<file path="src/rtl/barrett_param_if.sv">
// Modulus-in / Barrett-constants-out handshake bundle between the config shell and barrett_param_gen.
interface barrett_param_if #(
    parameter int unsigned MAX_BIT_WIDTH = 54
);
    logic                     in_valid;
    logic                     in_ready;
    logic [MAX_BIT_WIDTH-1:0] q_in;
    logic                     out_valid;
    logic                     out_ready;
    logic [MAX_BIT_WIDTH-1:0] q_out;
    logic [MAX_BIT_WIDTH:0]   m;
    logic [6:0]               k2;
    logic                     k2_ok;
    logic                     err;

    modport master (
        output in_valid, q_in, out_ready,
        input  in_ready, out_valid, q_out, m, k2, k2_ok, err
    );

    modport slave (
        input  in_valid, q_in, out_ready,
        output in_ready, out_valid, q_out, m, k2, k2_ok, err
    );
endinterface

</file>
<file path="src/rtl/barrett_param_gen.sv">
// Computes Barrett constants m = floor(2^(2k)/q), k2 = 2k for a modulus q using a
// bit-serial restoring divider; results are held on a valid/ready output.
module barrett_param_gen #(
    parameter int unsigned MAX_BIT_WIDTH = 54
) (
    input  logic           clk,
    input  logic           rst,
    barrett_param_if.slave bus
);
    localparam int unsigned W  = MAX_BIT_WIDTH;
    localparam int unsigned KW = 7;

    typedef enum logic [1:0] {IDLE, CALC_K, DIV, DONE} state_t;

    state_t          state_q, state_d;
    logic [W-1:0]    q_q, q_d;
    logic [KW-1:0]   k2_q, k2_d;
    logic            k2_ok_q, k2_ok_d;
    logic [W:0]      r_q, r_d;
    logic [W+1:0]    quo_q, quo_d;
    logic [KW-1:0]   cnt_q, cnt_d;

    logic            in_ready_q, in_ready_d;
    logic            out_valid_q, out_valid_d;
    logic [W-1:0]    q_out_q, q_out_d;
    logic [W:0]      m_q, m_d;
    logic [KW-1:0]   k2_out_q, k2_out_d;
    logic            k2_ok_out_q, k2_ok_out_d;
    logic            err_q, err_d;

    // k = position of the most significant set bit plus one
    function automatic logic [KW-1:0] msb_plus_one(input logic [W-1:0] v);
        logic [KW-1:0] k;
        k = '0;
        for (int i = 0; i < int'(W); i++) begin
            if (v[i]) k = KW'(i + 1);
        end
        return k;
    endfunction

    function automatic logic k2_supported(input logic [KW-1:0] v);
        return (v == KW'(54)) || (v == KW'(58)) || (v == KW'(70)) ||
               (v == KW'(74)) || (v == KW'(100)) || (v == KW'(108));
    endfunction

    logic [KW-1:0] k_calc;
    logic [KW-1:0] k2_calc;
    logic          q_bad;
    assign k_calc  = msb_plus_one(q_q);
    assign k2_calc = KW'(k_calc << 1);
    assign q_bad   = (q_q < W'(2)) || ((q_q & (q_q - W'(1))) == '0);

    // One restoring-division step; the dividend is a single 1 followed by 2k zeros
    logic          div_bit;
    logic [W+1:0]  t;
    logic [W+1:0]  q_ext;
    logic          ge;
    logic [W:0]    r_next;
    logic [W+1:0]  quo_next;
    assign div_bit  = (cnt_q == k2_q);
    assign t        = {r_q, div_bit};
    assign q_ext    = (W+2)'(q_q);
    assign ge       = (t >= q_ext);
    assign r_next   = ge ? (W+1)'(t - q_ext) : (W+1)'(t);
    assign quo_next = (W+2)'({quo_q, ge});

    always_comb begin
        state_d     = state_q;
        q_d         = q_q;
        k2_d        = k2_q;
        k2_ok_d     = k2_ok_q;
        r_d         = r_q;
        quo_d       = quo_q;
        cnt_d       = cnt_q;
        in_ready_d  = in_ready_q;
        out_valid_d = out_valid_q;
        q_out_d     = q_out_q;
        m_d         = m_q;
        k2_out_d    = k2_out_q;
        k2_ok_out_d = k2_ok_out_q;
        err_d       = err_q;

        case (state_q)
            IDLE: begin
                if (bus.in_valid && in_ready_q) begin
                    q_d        = bus.q_in;
                    in_ready_d = 1'b0;
                    state_d    = CALC_K;
                end
            end
            CALC_K: begin
                if (q_bad) begin
                    q_out_d     = q_q;
                    m_d         = '0;
                    k2_out_d    = '0;
                    k2_ok_out_d = 1'b0;
                    err_d       = 1'b1;
                    out_valid_d = 1'b1;
                    state_d     = DONE;
                end else begin
                    k2_d    = k2_calc;
                    k2_ok_d = k2_supported(k2_calc);
                    r_d     = '0;
                    quo_d   = '0;
                    cnt_d   = k2_calc;
                    state_d = DIV;
                end
            end
            DIV: begin
                r_d   = r_next;
                quo_d = quo_next;
                if (cnt_q == '0) begin
                    q_out_d     = q_q;
                    m_d         = (W+1)'(quo_next);
                    k2_out_d    = k2_q;
                    k2_ok_out_d = k2_ok_q;
                    err_d       = 1'b0;
                    out_valid_d = 1'b1;
                    state_d     = DONE;
                end else begin
                    cnt_d = cnt_q - KW'(1);
                end
            end
            DONE: begin
                if (bus.out_ready) begin
                    out_valid_d = 1'b0;
                    in_ready_d  = 1'b1;
                    state_d     = IDLE;
                end
            end
            default: state_d = IDLE;
        endcase
    end

    always_ff @(posedge clk or posedge rst) begin
        if (rst) begin
            state_q     <= IDLE;
            q_q         <= '0;
            k2_q        <= '0;
            k2_ok_q     <= 1'b0;
            r_q         <= '0;
            quo_q       <= '0;
            cnt_q       <= '0;
            in_ready_q  <= 1'b1;
            out_valid_q <= 1'b0;
            q_out_q     <= '0;
            m_q         <= '0;
            k2_out_q    <= '0;
            k2_ok_out_q <= 1'b0;
            err_q       <= 1'b0;
        end else begin
            state_q     <= state_d;
            q_q         <= q_d;
            k2_q        <= k2_d;
            k2_ok_q     <= k2_ok_d;
            r_q         <= r_d;
            quo_q       <= quo_d;
            cnt_q       <= cnt_d;
            in_ready_q  <= in_ready_d;
            out_valid_q <= out_valid_d;
            q_out_q     <= q_out_d;
            m_q         <= m_d;
            k2_out_q    <= k2_out_d;
            k2_ok_out_q <= k2_ok_out_d;
            err_q       <= err_d;
        end
    end

    assign bus.in_ready  = in_ready_q;
    assign bus.out_valid = out_valid_q;
    assign bus.q_out     = q_out_q;
    assign bus.m         = m_q;
    assign bus.k2        = k2_out_q;
    assign bus.k2_ok     = k2_ok_out_q;
    assign bus.err       = err_q;
endmodule

</file>
<file path="src/flat_wrapper.sv">
// flat-port wrapper written by rule: the top's interface ports become plain ports
module barrett_param_gen_flat 
#(
    parameter int unsigned MAX_BIT_WIDTH = 54
)
  (clk, rst, bus_in_valid, bus_q_in, bus_out_ready, bus_in_ready, bus_out_valid, bus_q_out, bus_m, bus_k2, bus_k2_ok, bus_err);
  barrett_param_if #(.MAX_BIT_WIDTH(MAX_BIT_WIDTH)) bus_i ();
  input  logic clk;
  input  logic rst;
  input wire logic [$bits(bus_i.in_valid)-1:0] bus_in_valid;
  input wire logic [$bits(bus_i.q_in)-1:0] bus_q_in;
  input wire logic [$bits(bus_i.out_ready)-1:0] bus_out_ready;
  output wire logic [$bits(bus_i.in_ready)-1:0] bus_in_ready;
  output wire logic [$bits(bus_i.out_valid)-1:0] bus_out_valid;
  output wire logic [$bits(bus_i.q_out)-1:0] bus_q_out;
  output wire logic [$bits(bus_i.m)-1:0] bus_m;
  output wire logic [$bits(bus_i.k2)-1:0] bus_k2;
  output wire logic [$bits(bus_i.k2_ok)-1:0] bus_k2_ok;
  output wire logic [$bits(bus_i.err)-1:0] bus_err;
  assign bus_i.in_valid = bus_in_valid;
  assign bus_i.q_in = bus_q_in;
  assign bus_i.out_ready = bus_out_ready;
  assign bus_in_ready = bus_i.in_ready;
  assign bus_out_valid = bus_i.out_valid;
  assign bus_q_out = bus_i.q_out;
  assign bus_m = bus_i.m;
  assign bus_k2 = bus_i.k2;
  assign bus_k2_ok = bus_i.k2_ok;
  assign bus_err = bus_i.err;
  barrett_param_gen #(.MAX_BIT_WIDTH(MAX_BIT_WIDTH)) u_core (.clk(clk), .rst(rst), .bus(bus_i));
endmodule
</file>
<file path="config.mk">
export PLATFORM = sky130hd
export DESIGN_NAME = barrett_param_gen_flat
export DESIGN_NICKNAME = d
export VERILOG_FILES = /design/src/rtl/barrett_param_if.sv /design/src/rtl/barrett_param_gen.sv /design/src/flat_wrapper.sv
export SDC_FILE = /design/constraint.sdc
export NUM_CORES = 1
export LEC_CHECK = 0
export BUFFER_PORTS_ARGS = -buffer_cell sky130_fd_sc_hd__buf_2
export CORE_MARGIN = 3
export CORE_UTILIZATION = 55
export DETAILED_ROUTE_END_ITERATION = 16
export PLACE_DENSITY = 0.75
export SYNTH_ARGS = -nofsm -noshare
export SYNTH_HDL_FRONTEND = slang
export SYNTH_SLANG_ARGS = --single-unit
export TNS_END_PERCENT = 20
</file>
<file path="constraint.sdc">
create_clock -name clk -period 11.81 [get_ports clk]
set_input_delay 0.5905 -clock clk [delete_from_list [all_inputs] [get_ports clk]]
set_output_delay 0.5905 -clock clk [all_outputs]
set_load 0.005 [all_outputs]
</file>
==> impl_metrics.csv, run 1 <==
group,metric,value,unit
global_route,grt-ovfl-total,0,
cts,cts_setup_buffers,0,
power_and_ir_drop,p_int,2.86,mW
power_and_ir_drop,switching_power,2.29,mW
setup_path,cp-startpoint,"u_core.q_q[1]",
yosys,yosys.area.top_type,"dfrtp_1",
power_and_ir_drop,power_frac_seq,31.0,%
timing,slew_violations,0,
global_route,grt_pass1_vias,13000,
setup_path,start_kind,"flop",
flow_run,max_cap_viol_count,0,
drt,viasPerCell,6.08,
power_and_ir_drop,power_density,280,nW/um2
die,dieWidth,177,um
min_path,min_path_type,"primary input to asynchronous set/reset pin",
layout,syn2layout_area_growth,13.8,%
cts,cts_tree,"done",
die,io_pins,178,
yosys,yosys_warnings,0,
setup_path,crit_slowest_cell,"nor3_1",
drt,drtAntennaViolNets,0,
timing,clock.fmax,0.192,GHz
setup_path,critPathCaptureType,"flop",
power_and_ir_drop,ir_worst_vdd,0.187,mV
timing,hold_viol_final,0,
setup_path,slowest_delay,0.70,ns
cts,cts_max_level,1,
cts,clkSinkCount,298,
yosys,synth-edff-count,0,
cts,clock_tree.root_cell,"clkbuf_16",
setup_path,arrival,5.67,ns
drt,drc,0,
power_and_ir_drop,static-leakage-power,8.73,nW
yosys,synth_flop_cell,"dfrtp_1",
layout,fillCellCount,2406,
timing,finalSetupViolCount,0,
yosys,post_synth_num_cell_types,75,
timing,worst_slack,6.60,ns
global_route,grt_util_all_layers,26.7,%
die,initial_utilization,56.0,%
layout,nNetsFinal,1949,
layout,n_antenna_cell,0,
setup_path,rr_startpoint,"u_core.q_q[1]",
drt,wl_per_cell,19.1,um
drt,routed_wl,42600,um
timing,worst_pin_slew,1.21,ns
yosys,yosysMostFrequentCell,"dfrtp_1",
cts,cts.path.max_buffers,3,
die,fp.dieH,177,um
placement,pre_cts_ws,6.69,ns
placement,io_buffers,176,
timing,rsz0062_at_grt,"no",
die,dieArea,31500,um2
cts,clk_pin_slew,0.06,ns
power_and_ir_drop,power_frac_comb,47.6,%
die,coreArea,28900,um2
yosys,seq_area_frac_synth,46.1,%
drt,drt_iter0_markers,1095,
global_route,grt_max_degree,118,
timing,fin_crit_sh,44.1,%
timing,whs,0.133,ns
setup_path,path_cells,"nor3_1 > nand3_1 > nor3_1 > a41o_1 > nor4b_1 > nand4_2 > o21ai_4 > nand3_4 > buf_4 > mux2_4",
yosys,synth.top_cell.area_share,46.0,%
yosys,synth_common_cells,"dfrtp_1, nand2_1, o21ai_1",
placement,dpl.hpwl,30300,um
yosys,postSynthCellCount,1695,
global_route,antenna_found_initial,2,
global_route,grt_pass1_wl,68400,um
drt,drt_pre_antenna_iters,8,
cts,cts_resized,0,
setup_path,worst-path-max-fanout,83,
setup_path,path_common_cell,"nor3_1",
yosys,yosys-top-cells-area,"dfrtp_1, nand2_1, ha_1",
yosys,synthesis.area,16200,um2
power_and_ir_drop,clockPowerShare,21.4,%
timing,finalClockSkew,0.0179,ns
cts,insertion_delay,0.58,ns
setup_path,rrSetupSlack,6.60,ns
cts,cts_buffers,31,
timing,tns,0,ns
timing,period_needed,5.21,ns
die,rows,62,
power_and_ir_drop,switching_share,44.5,%
setup_path,crit_type,"flop to flop",
yosys,synthArstFlopShare,100,%
setup_path,cp.required,12.27,ns
yosys,synth.avg_cell_area,9.54,um2
cts,hold_buffers,0,
yosys,synth_nets,1814,
run_status,status,"complete, no violations",
placement,place.gp.congestion,0.933,
timing,relSlewSlack,19.1,%
yosys,synth-seq-cells,298,
drt,vias,13600,
layout,drive_gt1_share,17.8,%
==> cell families (layout without fill, tap and decap cells) <==
kind of cell,Yosys count,count (layout),synth area share [%]
simple gates,476,476,13.6
fa+ha+maj,62,62,4.83
mux,99,99,6.65
compound gates,536,536,21.2
other cells,1,1,0.0232
flops,298,298,46.1
xor+xnor,55,55,2.98
buf+inv,168,326,4.63
==> metal layers <==
metal	wire length [um]	vias to the layer above	share of wire (%)	GRT usage, %
li1	-	6435	-	-
met3	2710	97	6.4	3.62
met4	1530	4	3.6	9.20
met5	16	-	0.038	0
met2	19700	474	46	42.8
met1	18600	6591	44	37.4
==> power groups by stage <==
stage | sequential (mW) | clock, mW | combinational [mW]
3_5_place_dp | 1.60 | 0 | 2.42
2_1_floorplan | 1.49 | 0 | 1.92
3_3_place_gp | 1.59 | 0 | 2.38
4_1_cts | 1.59 | 1.12 | 2.44
5_1_grt | 1.63 | 1.16 | 2.71
6_report | 1.60 | 1.10 | 2.45
==> placed cells by master (no fill, tap or decap), types with 56 or more instances in the layout <==
cell type	synthesis	routed
nand2_1	272	272
inv_1	81	80
mux2_2	63	63
dfrtp_1	297	297
ha_1	60	59
a22o_1	56	56
o21ai_0	106	106
o21ai_1	119	118
buf_2	16	176
a21oi_1	72	72
==> final cells by class <==
type / instances / area, um2 / share of cell area [%]
multi-input combinational: 1229 / 8020 / 43.6
sequential: 298 / 7460 / 40.5
timing repair buffer: 188 / 971 / 5.28
clock buffer: 38 / 842 / 4.58
tap: 384 / 480 / 2.61
clock inverter: 18 / 318 / 1.73
inverter: 82 / 315 / 1.71
==> worst max-delay path: cells and delay by family (launching register included) <==
kind | cells | cell delay, ns
AOI/OAI and AO/OA | 2 | 0.69
buffers and inverters | 1 | 0.61
DFF | 1 | 0.46
and+or+nand+nor | 6 | 2.92
muxes | 1 | 0.38
==> stage by stage <==
stage                     utilization, %  std cells  total power, mW  area, um2
after global routing                63.8       2237             5.51      18400
after CTS                           63.8       2237             5.14      18400
final                               63.8       2237             5.15      18400
after global placement              59.8       2181             3.96      17200
after detailed placement            59.8       2181             4.02      17200
after floorplan                        -       1695             3.41      16200
==> flip-flops by register name, summed over array words and instances, names as in the netlist, 2 cells and up <==
register and flops:
u_core.state_q 2, u_core.k2_q 6, u_core.r_q 55, u_core.q_q 54, u_core.cnt_q 7, u_core.bus.k2 6, u_core.bus.m 55, u_core.bus.q_out 54
u_core.quo_q 54
==> final timing paths <==
kind | to | cells after the start
worst max-delay path | u_core.bus.q_out[0] | 10
worst min-delay path | u_core.quo_q[45] | 2
worst max register to register | u_core.bus.q_out[0] | 10
worst min register to register | u_core.bus.q_out[43] | 2
max in group asynchronous | u_core.r_q[30] | 4
min in group clk | u_core.q_q[17] | 2
Power figures use the tool's default switching activity.
==> run 2, diff against run 1 <==
Clock period 11.81 ns to 4.9 ns, I/O delays scaled along.
==> impl_metrics.csv, run 2 (synthesized netlist as in run 1, its figures left out) <==
group,metric,value,unit
run_status,status,"complete, no violations",
cts,clk_pin_slew,0.06,ns
placement,place_area,17400,um2
placement,dpl.hpwl,30600,um
layout,final_cell_mix,"dfrtp_1, nand2_1, buf_2",
timing,finalSetupViolCount,0,
die,rows,62,
cts,clock_tree.root_cell,"clkbuf_16",
layout,nNetsFinal,2025,
die,initial_utilization,56.0,%
drt,vias,13900,
setup_path,crit_type,"flop to flop",
setup_path,arrival,4.83,ns
die,coreArea,28900,um2
timing,period_needed,4.35,ns
power_and_ir_drop,power_density,656,nW/um2
power_and_ir_drop,static-leakage-power,9.04,nW
layout,drive_gt1_share,18.0,%
setup_path,crit_slowest_cell,"a211oi_4",
die,dieArea,31500,um2
setup_path,worst-path-stages,16,
global_route,grt_pass1_wl,70100,um
global_route,grt_util_all_layers,27.3,%
setup_path,crit_buf_inv,1,
layout,final_area,19100,um2
min_path,min_path_type,"primary input to flop",
min_path,worstHoldPathCells,4,
timing,hold_viol_final,0,
setup_path,endpoint,"u_core.r_q[1]",
cts,cts_max_level,1,
timing,slew_violations,0,
global_route,grt_pass1_vias,13400,
timing,tns,0,ns
die,dieWidth,177,um
timing,worst_pin_slew,1.07,ns
die,io_pins,178,
layout,fillCellCount,2304,
setup_path,cp.required,5.38,ns
drt,drtAntennaViolNets,0,
global_route,grt_max_degree,234,
die,fp.dieH,177,um
layout,syn2layout_area_growth,17.9,%
timing,worst_slack,0.551,ns
drt,drt_iter0_markers,1099,
setup_path,r2r_cells,16,
drt,wl_per_cell,19.0,um
power_and_ir_drop,p_total,12.5,mW
setup_path,reg2reg_to,"u_core.r_q[1]",
global_route,grt-ovfl-total,0,
setup_path,start_kind,"flop",
timing,clock.fmax,0.230,GHz
placement,placedCellCount,2202,
setup_path,cp-startpoint,"u_core.cnt_q[3]",
cts,cts_tree,"done",
setup_path,slowest_delay,0.64,ns
cts,clkSinkCount,298,
setup_path,worst-path-max-fanout,11,
cts,cts_buffers,31,
setup_path,path_cells,"xor2_1 > nor4_1 > nand4_1 > ha_1 > fa_1 > nor2b_1 > o21bai_1 > nand4_1 > a21oi_1 > a21oi_1 > a211oi_1 > nor2_1 > a211oi_4 > buf_4 > mux2_2 > o21ai_0",
placement,place.gp.congestion,1.01,
layout,layout_commonest_cell,"dfrtp_1",
timing,rsz0062_at_grt,"no",
timing,relSlewSlack,28.3,%
layout,post-route-util,66.1,%
cts,cts.path.max_buffers,3,
drt,routed_wl,43800,um
drt,viasPerCell,6.00,
setup_path,critPathTopFamily,"compound AO/OA/AOI/OAI gates",
placement,io_buffers,176,
timing,finalClockSkew,0.0206,ns
timing,whs,0.0279,ns
drt,drc,0,
placement,pre_cts_ws,0.634,ns
power_and_ir_drop,ir_worst_vdd,0.811,mV
layout,stdcell_count,2312,
setup_path,rrSetupSlack,0.55,ns
flow_run,max_cap_viol_count,0,
setup_path,critPathCaptureType,"flop",
global_route,antenna_found_initial,1,
timing,fin_crit_sh,88.8,%
min_path,hold_start,"bus_in_valid",
setup_path,rr_startpoint,"u_core.cnt_q[3]",
cts,insertion_delay,0.57,ns
drt,drt_pre_antenna_iters,5,
## run 2: cell count changes in the layout (fill, tap and decap cells not counted), sizes merged
cell | before | now
buf | 188 | 209
diode | 0 | 1
dlygate4sd3 | 0 | 55
inv | 83 | 81
bufinv | 8 | 5
clkinv | 8 | 5
clkbuf | 38 | 43
clkinvlp | 1 | 2
## run 2: what timing repair did
action,CTS,global route
hold buffers,55,0
endpoints found under the hold margin,179,0
resized for setup,0,0
buffers inserted,0,0
## run 2: final cells by class
class                      instances  area, um2  share of cell area [%]
clock inverter                    11        190                   0.997
inverter                          82        312                    1.63
antenna                            1       2.50                  0.0131
clock buffer                      43        891                    4.67
multi-input combinational       1229       8010                    42.0
sequential                       298       7460                    39.1
timing repair buffer             264       1730                    9.06
tap                              384        480                    2.52
## run 2: layer usage
metal,vias up,routed length [um],global-route usage [%]
li1,6591,-,-
met3,107,3030,4.71
met4,0,1420,9.29
met1,6696,18900,37.5
met2,484,20500,44.1
met5,-,0,0
## run 2: report_power, final
group / total (mW) / internal, mW / switching, mW
registers: 3.81 / 3.10 / 0.711
logic: 6.21 / 2.30 / 3.90
clock network: 2.49 / 1.52 / 0.971
## run 2: worst min path at each step
stage | endpoint | slack [ns]
4_1_cts | u_core.bus.out_valid | 0.008
3_3_place_gp | u_core.bus.m[32] | 0.46
6_report | u_core.bus.in_ready | 0.03
3_5_place_dp | u_core.bus.q_out[3] | 0.47
2_1_floorplan | u_core.q_q[0] | 0.40
5_1_grt | u_core.bus.out_valid | 0.03
## run 2: worst min-delay path, stage by stage
cell and delay, ns:
buf_2 0.12, inv_1 0.05, o21ai_0 0.06, o21ai_0 0.07
==> run 3, diff against run 2 <==
Settings changed: CORE_UTILIZATION 55 to 48, CTS_CLUSTER_SIZE from default to 25, PLACE_DENSITY 0.75 to 0.66.
==> impl_metrics.csv, run 3 (synthesized netlist as in run 1, its figures left out) <==
group,metric,value,unit
setup_path,rrSetupSlack,0.51,ns
placement,placedCellCount,2254,
cts,cts.path.max_buffers,3,
timing,tns,0,ns
timing,relSlewSlack,33.3,%
placement,dpl.hpwl,31100,um
timing,period_needed,4.39,ns
global_route,grt_pass1_vias,13400,
timing,fin_crit_sh,89.6,%
cts,cts_max_level,2,
setup_path,worst-path-max-fanout,46,
placement,place.gp.congestion,0.956,
die,initial_utilization,49.2,%
cts,clkSinkCount,298,
cts,hold_buffers,52,
placement,pre_cts_ws,0.600,ns
min_path,worstHoldPathCells,2,
flow_run,max_cap_viol_count,0,
run_status,status,"complete, no violations",
die,dieArea,35900,um2
cts,cts_tree,"done",
cts,cts_buffers,35,
power_and_ir_drop,p_total,12.5,mW
setup_path,crit_buf_inv,1,
layout,n_antenna_cell,0,
timing,clock.fmax,0.228,GHz
power_and_ir_drop,ir_worst_vdd,0.401,mV
drt,drc,0,
timing,hold_viol_final,0,
global_route,grt_util_all_layers,24.3,%
cts,insertion_delay,0.52,ns
min_path,min_path_type,"primary input to flop",
timing,worst_slack,0.512,ns
cts,clk_pin_slew,0.06,ns
drt,vias,13700,
global_route,grt_max_degree,135,
drt,routed_wl,44000,um
setup_path,start_kind,"flop",
layout,final_cell_mix,"dfrtp_1, nand2_1, buf_2",
layout,nNetsFinal,2020,
setup_path,arrival,4.77,ns
layout,stdcell_count,2364,
timing,rsz0062_at_grt,"no",
drt,drt_pre_antenna_iters,5,
timing,finalSetupViolCount,0,
setup_path,rr_startpoint,"u_core.q_q[11]",
timing,finalClockSkew,0.0193,ns
power_and_ir_drop,static-leakage-power,9.03,nW
die,rows,66,
die,io_pins,178,
global_route,grt_pass1_wl,71800,um
cts,cts_setup_buffers,0,
setup_path,critPathTopFamily,"simple AND/OR/NAND/NOR gates",
setup_path,crit_type,"flop to flop",
setup_path,reg2reg_to,"u_core.bus.q_out[39]",
layout,syn2layout_area_growth,18.3,%
setup_path,slowest_delay,0.60,ns
cts,clock_tree.root_cell,"clkbuf_16",
timing,whs,0.0275,ns
placement,io_buffers,176,
setup_path,crit_slowest_cell,"nor4_1",
power_and_ir_drop,power_density,655,nW/um2
min_path,hold_start,"bus_q_in[52]",
drt,drt_iter0_markers,972,
die,fp.dieH,190,um
die,coreArea,32900,um2
layout,layout_commonest_cell,"dfrtp_1",
setup_path,critPathCaptureType,"flop",
cts,cts_resized,0,
die,dieWidth,190,um
timing,worst_pin_slew,0.975,ns
global_route,grt-ovfl-total,0,
timing,slew_violations,0,
setup_path,cp.required,5.28,ns
drt,viasPerCell,5.81,
setup_path,path_cells,"nor4_1 > nand3_1 > nor3_1 > a41o_1 > nor4b_1 > nand4_2 > o21ai_4 > nand3_4 > buf_4 > nand2_1 > o21ai_1",
setup_path,r2r_cells,11,
drt,wl_per_cell,18.6,um
drt,drtAntennaViolNets,0,
global_route,antenna_found_initial,0,
layout,drive_gt1_share,17.8,%
min_path,min_to,"u_core.q_q[52]",
run 3: cell count changes in the layout (fill, tap and decap cells not counted), sizes merged:
cell,before,now
clkinvlp,2,1
dlygate4sd3,55,52
bufinv,5,2
diode,1,0
clkinv,5,6
buf,209,203
clkbuf,43,50
run 3: layout make-up:
cell class,count,area (um2)
fillers,2932,13700
multi-input cells,1229,8010
flip-flops and latches,298,7460
repair buffers,255,1670
clock buffers,50,1020
well taps,442,553
inverters,82,312
clock inverters,8,113
run 3: power by group:
part | internal [mW] | switching, mW | total [mW]
clock network | 1.56 | 1.02 | 2.57
logic | 2.29 | 3.85 | 6.14
registers | 3.10 | 0.717 | 3.82
run 3: per-layer routing:
layer,part of all wire (%),global-route usage [%]
met3,5.8,3.85
met5,0,0
met2,47,39.9
met4,2.4,6.80
met1,45,33.8
run 3: worst max path at each step:
stage                         from  slack, ns              endpoint  cells after the start
floorplan                      rst       0.70        u_core.bus.err                      1
global placement    u_core.q_q[31]       0.64  u_core.bus.q_out[37]                     11
detailed placement  u_core.q_q[36]       0.60  u_core.bus.q_out[39]                     11
CTS                 u_core.q_q[11]       0.56  u_core.bus.q_out[43]                     11
global route        u_core.q_q[11]       0.13  u_core.bus.q_out[46]                     11
finish              u_core.q_q[11]       0.51  u_core.bus.q_out[39]                     11
run 3: worst register-to-register path, delay by kind of cell, from the launching register on:
| kind | cells | cell delay (ns) |
|---|---|---|
| AND/OR/NAND/NOR | 7 | 2.59 |
| AO/OA/AOI/OAI | 3 | 0.77 |
| flip-flops | 1 | 0.46 |
| buffers and inverters | 1 | 0.42 |
run 3: per-stage QoR:
step,instance area [um2],util [%]
final,19100,58.2
after global routing,19100,58.2
after CTS,19100,58.2
after detailed placement,17500,53.2
after global placement,17500,53.2
after floorplan,16200,-
